[src/rtl/calc_seq_core_if.sv]
`default_nettype none
// ============================================================================
// Module   : calc_seq_core_if
// Brief    : Request/response bundle between operand capture and calc_seq_core.
// Revision : 1.0 - initial release
// ============================================================================
interface calc_seq_core_if #(
  parameter int WIDTH = 6
);
  logic                 start;
  logic [1:0]           op;
  logic [WIDTH-1:0]     a;
  logic [WIDTH-1:0]     b;
  logic                 busy;
  logic                 done;
  logic [2*WIDTH-1:0]   result;
  logic [WIDTH-1:0]     rem;
  logic                 err;

  modport master (
    output start, op, a, b,
    input  busy, done, result, rem, err
  );

  modport slave (
    input  start, op, a, b,
    output busy, done, result, rem, err
  );
endinterface
`default_nettype wire

[src/rtl/calc_seq_core.sv]
`default_nettype none
// ============================================================================
// Module   : calc_seq_core
// Brief    : Shared add/sub/mul/div core; mul is shift-add, div is restoring.
// Revision : 1.0 - initial release
// ============================================================================
module calc_seq_core #(
  parameter int WIDTH = 6
) (
  input  logic              clk,
  input  logic              rst,
  calc_seq_core_if.slave    bus
);

  localparam int CW = (WIDTH > 2) ? $clog2(WIDTH) : 1;

  localparam logic [1:0] c_idle = 2'd0;
  localparam logic [1:0] c_run  = 2'd1;
  localparam logic [1:0] c_done = 2'd2;

  localparam logic [1:0] c_op_add = 2'b00;
  localparam logic [1:0] c_op_sub = 2'b01;
  localparam logic [1:0] c_op_mul = 2'b10;

  localparam logic [CW-1:0] c_last = CW'(WIDTH - 1);

  logic [1:0]           r_state;
  logic [CW-1:0]        r_count;
  logic [1:0]           r_op;
  logic [WIDTH-1:0]     r_b;

  logic [2*WIDTH-1:0]   r_acc;
  logic [2*WIDTH-1:0]   r_mcand;
  logic [WIDTH-1:0]     r_mplier;

  logic [WIDTH-1:0]     r_part;
  logic [WIDTH-1:0]     r_quot;

  logic [2*WIDTH-1:0]   r_result;
  logic [WIDTH-1:0]     r_rem;
  logic                 r_err;

  logic                 w_accept;
  logic                 w_b_zero;
  logic [WIDTH:0]       w_sum;
  logic [WIDTH-1:0]     w_diff;
  logic [2*WIDTH-1:0]   w_acc_next;
  logic [WIDTH:0]       w_trial;
  logic                 w_ge;
  logic [WIDTH-1:0]     w_part_next;
  logic [WIDTH-1:0]     w_quot_next;

  assign w_accept = bus.start && ((r_state == c_idle) || (r_state == c_done));
  assign w_b_zero = (bus.b == '0);
  assign w_sum    = {1'b0, bus.a} + {1'b0, bus.b};
  assign w_diff   = bus.a - bus.b;

  // One shift-add step: multiplier consumed LSB-first, multiplicand shifts up.
  assign w_acc_next = r_mplier[0] ? (r_acc + r_mcand) : r_acc;

  // One restoring step: bring in the next dividend bit, subtract if it fits.
  // When the subtraction is taken the true difference is below b, so the
  // low WIDTH bits alone hold it exactly.
  assign w_trial     = {r_part, r_quot[WIDTH-1]};
  assign w_ge        = (w_trial >= {1'b0, r_b});
  assign w_part_next = w_ge ? (w_trial[WIDTH-1:0] - r_b) : w_trial[WIDTH-1:0];
  assign w_quot_next = {r_quot[WIDTH-2:0], w_ge};

  always_ff @(posedge clk) begin
    if (rst) begin
      r_state  <= c_idle;
      r_count  <= '0;
      r_op     <= '0;
      r_b      <= '0;
      r_acc    <= '0;
      r_mcand  <= '0;
      r_mplier <= '0;
      r_part   <= '0;
      r_quot   <= '0;
      r_result <= '0;
      r_rem    <= '0;
      r_err    <= 1'b0;
    end else begin
      case (r_state)
        c_idle, c_done: begin
          if (w_accept) begin
            r_op <= bus.op;
            r_b  <= bus.b;
            if (bus.op == c_op_add) begin
              r_result <= {{(WIDTH-1){1'b0}}, w_sum};
              r_rem    <= '0;
              r_err    <= w_sum[WIDTH];
              r_state  <= c_done;
            end else if (bus.op == c_op_sub) begin
              r_result <= {{WIDTH{1'b0}}, w_diff};
              r_rem    <= '0;
              r_err    <= (bus.a < bus.b);
              r_state  <= c_done;
            end else if (bus.op != c_op_mul && w_b_zero) begin
              r_result <= {{WIDTH{1'b0}}, {WIDTH{1'b1}}};
              r_rem    <= bus.a;
              r_err    <= 1'b1;
              r_state  <= c_done;
            end else begin
              r_acc    <= '0;
              r_mcand  <= {{WIDTH{1'b0}}, bus.a};
              r_mplier <= bus.b;
              r_part   <= '0;
              r_quot   <= bus.a;
              r_count  <= '0;
              r_state  <= c_run;
            end
          end else begin
            r_state <= c_idle;
          end
        end

        c_run: begin
          if (r_op == c_op_mul) begin
            r_acc    <= w_acc_next;
            r_mcand  <= {r_mcand[2*WIDTH-2:0], 1'b0};
            r_mplier <= {1'b0, r_mplier[WIDTH-1:1]};
          end else begin
            r_part <= w_part_next;
            r_quot <= w_quot_next;
          end

          if (r_count == c_last) begin
            r_count <= '0;
            r_state <= c_done;
            if (r_op == c_op_mul) begin
              r_result <= w_acc_next;
              r_rem    <= '0;
            end else begin
              r_result <= {{WIDTH{1'b0}}, w_quot_next};
              r_rem    <= w_part_next;
            end
            r_err <= 1'b0;
          end else begin
            r_count <= r_count + CW'(1);
          end
        end

        default: begin
          r_state <= c_idle;
          r_count <= '0;
        end
      endcase
    end
  end

  assign bus.busy   = (r_state == c_run);
  assign bus.done   = (r_state == c_done);
  assign bus.result = r_result;
  assign bus.rem    = r_rem;
  assign bus.err    = r_err;

endmodule
`default_nettype wire

[src/flat_wrapper.sv]
// flat-port wrapper written by rule: the top's interface ports become plain ports
module calc_seq_core_flat 
#(
  parameter int WIDTH = 6
)
  (clk, rst, bus_start, bus_op, bus_a, bus_b, bus_busy, bus_done, bus_result, bus_rem, bus_err);
  calc_seq_core_if #(.WIDTH(WIDTH)) bus_i ();
  input  logic clk;
  input  logic rst;
  input wire logic [$bits(bus_i.start)-1:0] bus_start;
  input wire logic [$bits(bus_i.op)-1:0] bus_op;
  input wire logic [$bits(bus_i.a)-1:0] bus_a;
  input wire logic [$bits(bus_i.b)-1:0] bus_b;
  output wire logic [$bits(bus_i.busy)-1:0] bus_busy;
  output wire logic [$bits(bus_i.done)-1:0] bus_done;
  output wire logic [$bits(bus_i.result)-1:0] bus_result;
  output wire logic [$bits(bus_i.rem)-1:0] bus_rem;
  output wire logic [$bits(bus_i.err)-1:0] bus_err;
  assign bus_i.start = bus_start;
  assign bus_i.op = bus_op;
  assign bus_i.a = bus_a;
  assign bus_i.b = bus_b;
  assign bus_busy = bus_i.busy;
  assign bus_done = bus_i.done;
  assign bus_result = bus_i.result;
  assign bus_rem = bus_i.rem;
  assign bus_err = bus_i.err;
  calc_seq_core #(.WIDTH(WIDTH)) u_core (.clk(clk), .rst(rst), .bus(bus_i));
endmodule
[config.mk]
export PLATFORM = sky130hd
export DESIGN_NAME = calc_seq_core_flat
export DESIGN_NICKNAME = d
export VERILOG_FILES = /design/src/rtl/calc_seq_core_if.sv /design/src/rtl/calc_seq_core.sv /design/src/flat_wrapper.sv
export SDC_FILE = /design/constraint.sdc
export NUM_CORES = 1
export LEC_CHECK = 0
export ABC_AREA = 1
export BUFFER_PORTS_ARGS = -buffer_cell sky130_fd_sc_hd__buf_2
export CORE_ASPECT_RATIO = 2
export CORE_MARGIN = 2
export CORE_UTILIZATION = 35
export DETAILED_ROUTE_END_ITERATION = 10
export GPL_TIMING_DRIVEN = 0
export PLACE_DENSITY = 0.49
export SLEW_MARGIN = 15
export SYNTH_ARGS = -nofsm -noshare
export SYNTH_HDL_FRONTEND = slang
export SYNTH_SLANG_ARGS = --single-unit
[constraint.sdc]
create_clock -name clk -period 2.4 [get_ports clk]
set_clock_uncertainty 0.05 [all_clocks]
set_input_delay 0.12 -clock clk [delete_from_list [all_inputs] [get_ports clk]]
set_output_delay 0.12 -clock clk [all_outputs]
set_load 0.01 [all_outputs]
# After elaboration in Yosys (flattened, before gate mapping)
# Index checks and enable logic that the tools add are counted.
# word_totals
regBits	74
out_inout_bits	21
wordCells	110
# op_classes
add_sub_neg	5
magnitude_cmp	2
eq_ne	14
muxes	64
n_reduce_logical	13
# ops
operator	count
two-way mux 12 bit	17
two-way mux 6 bit	22
case mux 12 bit (2 select lines)	3
case mux 6 bit (2 select lines)	4
two-way mux 3 bit	5
adder 12 bit	1
AND reduction 6 bit	2
subtractor 6 bit	2
two-way mux 2 bit	5
!= test 2 bit, second input constant	5
AND reduction 4 bit	2
adder 6 x 6 -> 7 bit	1
greater-or-equal comparator 7 x 6 -> 1 bit	1
zero test 6 bit	1
< comparator 6 bit	1
!= test 2 x 1 -> 1 bit, second input constant	3
case mux 3 bit (2 select lines)	1
two-way mux 1 bit	5
== test 2 x 1 -> 1 bit, second input constant	2
== test 2 bit, second input constant	2
zero test 2 bit	2
!= test 4 x 1 -> 1 bit, second input constant	1
case mux 2 bit (2 select lines)	1
adder 3 x 1 -> 3 bit, second input constant	1
other kinds (7)	8

# Longest topological paths before layout
# logic_depth
word_depth	7
mapped_depth	14
depth_no_buf	13

# Worst setup path after synthesis
# Ideal clock, no wire load.
# synth_timing
kind	flip-flop to flip-flop
from	register u_core.r_mcand[0]
to	register u_core.r_result[4] (netlist: u_core.bus.result[4])
t_arrival_ps	1686
required_ps	2233
path_slack_ps	547
path_stages_with_launch	11
synth_period_minus_slack_ps	1853
path_cell_list	dfxtp_1 > ha_1 > fa_1 > nand3_1 > nand3_1 > xnor2_1 > nand2_1 > o211ai_1 > nand2_1 > nor2_1 > nor2_1
# synth_via
elab_chain_len	5
# synth_lines
item	line	rtl
from (decl)	calc_seq_core.sv:33	logic [2*WIDTH-1:0] r_mcand;
from (signal assigned)	calc_seq_core.sv:106	r_mcand <= {{WIDTH{1'b0}}, bus.a};
from (signal assigned)	calc_seq_core.sv:121	r_mcand <= {r_mcand[2*WIDTH-2:0], 1'b0};
adder 12 bit	calc_seq_core.sv:59	assign w_acc_next = r_mplier[0] ? (r_acc + r_mcand) : r_acc;
two-way mux 12 bit	calc_seq_core.sv:59	
two-way mux 12 bit	calc_seq_core.sv:131	if (r_op == c_op_mul) begin
two-way mux 12 bit	calc_seq_core.sv:128	if (r_count == c_last) begin
case mux 12 bit (2 select lines)	calc_seq_core.sv:84	case (r_state)
to (signal assigned)	calc_seq_core.sv:90	r_result <= {{(WIDTH-1){1'b0}}, w_sum};
to (signal assigned)	calc_seq_core.sv:132	r_result <= w_acc_next;
to (signal assigned)	calc_seq_core.sv:135	r_result <= {{WIDTH{1'b0}}, w_quot_next};
to (decl)	calc_seq_core.sv:39	logic [2*WIDTH-1:0] r_result;
# Every way passes these cells. The select of a mux whose other input is x is not followed.
# A chain may end at the register's enable or synchronous reset.

# Final worst setup path
# Same ends and word-level chain as after synthesis.

==> flow_summary.yaml <==
die:
  initial_core_util_pct: 35.8
  design.die.area_um2: 13900
  die_x_um: 84.4
  dieHeight_um: 165
  std_cell_rows: 58
  core_um2: 12600
  io_pins: 38
place:
  place_inst: 843
  placed_area_um2: 4890
  place_hpwl_mm: 12.0
  gp_congestion: 0.867
  port_buffers: 36
synthesis:
  synth.cell_area_um2: 4520
  yosysWarnings: 0
  syn_nets: 707
  avgSynthCellArea_um2: 6.88
  ys_ff_latch: 74
  ys.flop_type: "dfxtp_1"
  synth.distinct_cells: 31
  yosysTopAreaCellShare_pct: 32.8
  netlist_instances: 657
  synth_top_area_cell: "dfxtp_1"
  ys_seq_area_share_pct: 32.8
  synth_area_leaders: "dfxtp_1 (33%), nand2_1 (14%), a21oi_1 (8.5%), ha_1 (8.0%), nand3_1 (5.5%)"
  async_flop_share_pct: 0
  synth_edf_count: 0
worst_setup_path:
  slowest_delay_ps: 440
  crit_path_end_kind: "flip-flop"
  r2r_start: "u_core.r_mcand[0]"
  critPathKind: "reg2reg"
  endpoint: "u_core.bus.result[4]"
  r2r.worst_path.cells: 10
  startpoint: "u_core.r_mcand[0]"
  rrSetupSlack_ps: 160
  worstPathArrival_ps: 2430
  crit_slowest_cell: "fa_2"
  startpoint_type: "flip-flop"
  worstPathMaxFanout: 3
  timing.rr.end: "u_core.bus.result[4]"
  cp_cell_sequence: "ha_1 -> fa_2 -> nand3_1 -> nand3_1 -> xnor2_1 -> nand2_1 -> o211ai_1 -> nand2_1 -> nor2_2 -> nor2_1"
  worstPathRequired_ps: 2580
drt:
  drc: 0
  highest_layer: "met4"
  ant_nets: 0
  wl_met1_mm: 5.18
  vias_per_cell: 5.17
  drt_wl_total_mm: 14.8
  drtIter0Drc: 184
  met3_length_um: 370
  vias: 4442
  first_pass_iters: 4
  post_drt_wl_per_cell_um: 17.2
  met2WireLength_mm: 8.38
layout:
  antenna_cells: 0
  multi_input_area_um2: 2640
  regArea_um2: 1480
  drive_gt1_share_pct: 12.7
  stdcell_count: 859
  nets: 754
  syn_to_final_growth_pct: 15.1
  final_util_pct: 41.2
  fillCellCount: 1372
  final_area_um2: 5200
clock_tree:
  root_buffer: "clkbuf_16"
  htreeDepth: 3
  clock_sinks: 74
  cts_hold_buffers: 0
  cts_tree: "built"
  clk_pin_slew_worst_paths_ps: 60
  clk_latency_ps: 350
  clock_path_buffers: 2
  numCtsBuffers: 9
timing:
  period_needed_ps: 2240
  final_max_slew_viol_count: 0
  max_slew.worst_pin.slew_ps: 703
  max_freq_ghz: 0.446
  fin_crit_sh_pct: 93.4
  tns_ps: 0
  report.final.hold_viol_count: 0
  maxSlewHeadroom_pct: 53.1
  finalSetupViolCount: 0
  grt_setup_unrepaired: "false"
power:
  power_switching_w: 0.00116
  power.leakage_nw: 2.38
  p_per_area_nw_per_um2: 684
  intPower_w: 0.00240
  p_sw_share_pct: 32.5
  peakVddDrop_uv: 504
  seqPwrFrac_pct: 38.3
  pwr-share-clk_pct: 39.9
  comb_power_share_pct: 21.8
job:
  maxCapViolCount: 0
global_routing:
  grt_pass1_vias: 4493
  overflow: 0
  grt_antenna_before_repair: 0
  grt_pass1_wl_mm: 23.1
  grt_max_degree: 16
  globalRouteTotalUtil_pct: 22.0
run_status:
  status: "completed"
hold_path:
  min-delay-path-class: "in2reg"
[timing repair]
item / in CTS / in global routing
resized for setup: 0 / 3
setup buffers: 0 / 0
endpoints found under the setup margin: 0 / 3
[final cells by class]
class                      instances  area share [%]
buffer                            27            2.81
clock buffer                       9            4.33
clock inverter                     7            1.64
inverter                          69            4.98
multi-input combinational        487            50.7
sequential                        74            28.5
tap                              150            3.61
timing repair buffer              36            3.46
[per-stage QoR]
step           worst slack, ps  hold WS (ps)  power (W)
2_1_floorplan              547           205    0.00192
3_3_place_gp              66.6           390    0.00216
3_5_place_dp              80.8           393    0.00217
4_1_cts                   58.2          28.8    0.00360
5_1_grt                   33.2          56.0    0.00374
6_report                   159          40.3    0.00356
[cells in the mapped netlist (2+ instances only)]
cell type,instances
buf_6,2
dfxtp_1,74
nor2_1,44
xor2_1,4
o21ai_1,2
inv_1,64
nor2_4,3
a31oi_1,17
o211ai_1,11
clkbuf_1,14
o21ai_0,40
nand4_1,5
inv_2,5
nor2_8,2
buf_4,7
nor2_2,3
or2_2,11
nand3_1,50
nand2_1,170
fa_1,4
xnor2_1,9
ha_1,29
a21oi_1,77
buf_2,3
[worst max-delay path: cells and delay by family (launching register included)]
kind,cells,cell delay [ps]
AO/OA/AOI/OAI,1,160
XOR/XNOR,1,190
adder cells (fa/ha/maj),2,730
flip-flops,1,370
AND/OR/NAND/NOR,6,620
[cells by family after synthesis]
| logic type | count (synthesis) | share of synthesized area, % |
|---|---|---|
| compound gates | 152 | 18.2 |
| xor+xnor | 13 | 2.52 |
| fa+ha+maj | 33 | 9.80 |
| buf+inv | 96 | 8.97 |
| flops | 74 | 32.8 |
| simple gates | 289 | 27.7 |
[worst min-delay path by stage]
stage	from	to	depth (start not counted)
after floorplan	bus_b[0]	u_core.r_b[0]	2
after global placement	bus_b[5]	u_core.r_mplier[5]	3
after detailed placement	bus_b[5]	u_core.r_mplier[5]	3
after CTS	bus_b[4]	u_core.r_mplier[4]	3
after global routing	bus_b[4]	u_core.r_mplier[4]	3
final	bus_b[4]	u_core.r_mplier[4]	3
[flip-flops by register name, summed over array words and instances, names as in the netlist]
signal / count
u_core.r_quot: 6
u_core.r_mcand: 12
u_core.r_count: 3
u_core.r_op: 2
u_core.bus.result: 12
u_core.r_mplier: 6
u_core.bus.rem: 6
u_core.r_part: 6
u_core.r_state: 2
u_core.r_acc: 12
u_core.bus.err: 1
u_core.r_b: 6
[cell usage in the layout (no fill, tap or decap), drive strengths merged]
| cell | count |
|---|---|
| nand3 | 50 |
| a21boi | 1 |
| inv | 73 |
| fa | 4 |
| clkinvlp | 2 |
| nand4 | 5 |
| a21oi | 77 |
| ha | 29 |
| dfxtp | 74 |
| clkbuf | 23 |
| or2 | 11 |
| o21bai | 1 |
| o22ai | 1 |
| nor2 | 52 |
| o21ai | 42 |
| a211oi | 1 |
| xnor2 | 9 |
| buf | 49 |
| o211ai | 11 |
| xor2 | 4 |
| nand2 | 170 |
| bufinv | 1 |
| nand3b | 1 |
| o211a | 1 |
| a31oi | 17 |
[power groups by stage]
stage,sequential [W],clock (W),combinational (W)
after floorplan,0.00139,0,0.000529
after detailed placement,0.00139,0,0.000777
final,0.00136,0.00142,0.000775
after global routing,0.00137,0.00149,0.000876
after CTS,0.00136,0.00145,0.000780
after global placement,0.00139,0,0.000768
[per-layer routing]
layer,vias up,GRT usage [%]
met5,-,0
met4,0,12.7
met3,41,3.15
met2,93,44.4
met1,2043,20.2
li1,2265,-
Note: power is estimated with default switching activity, not from simulation.
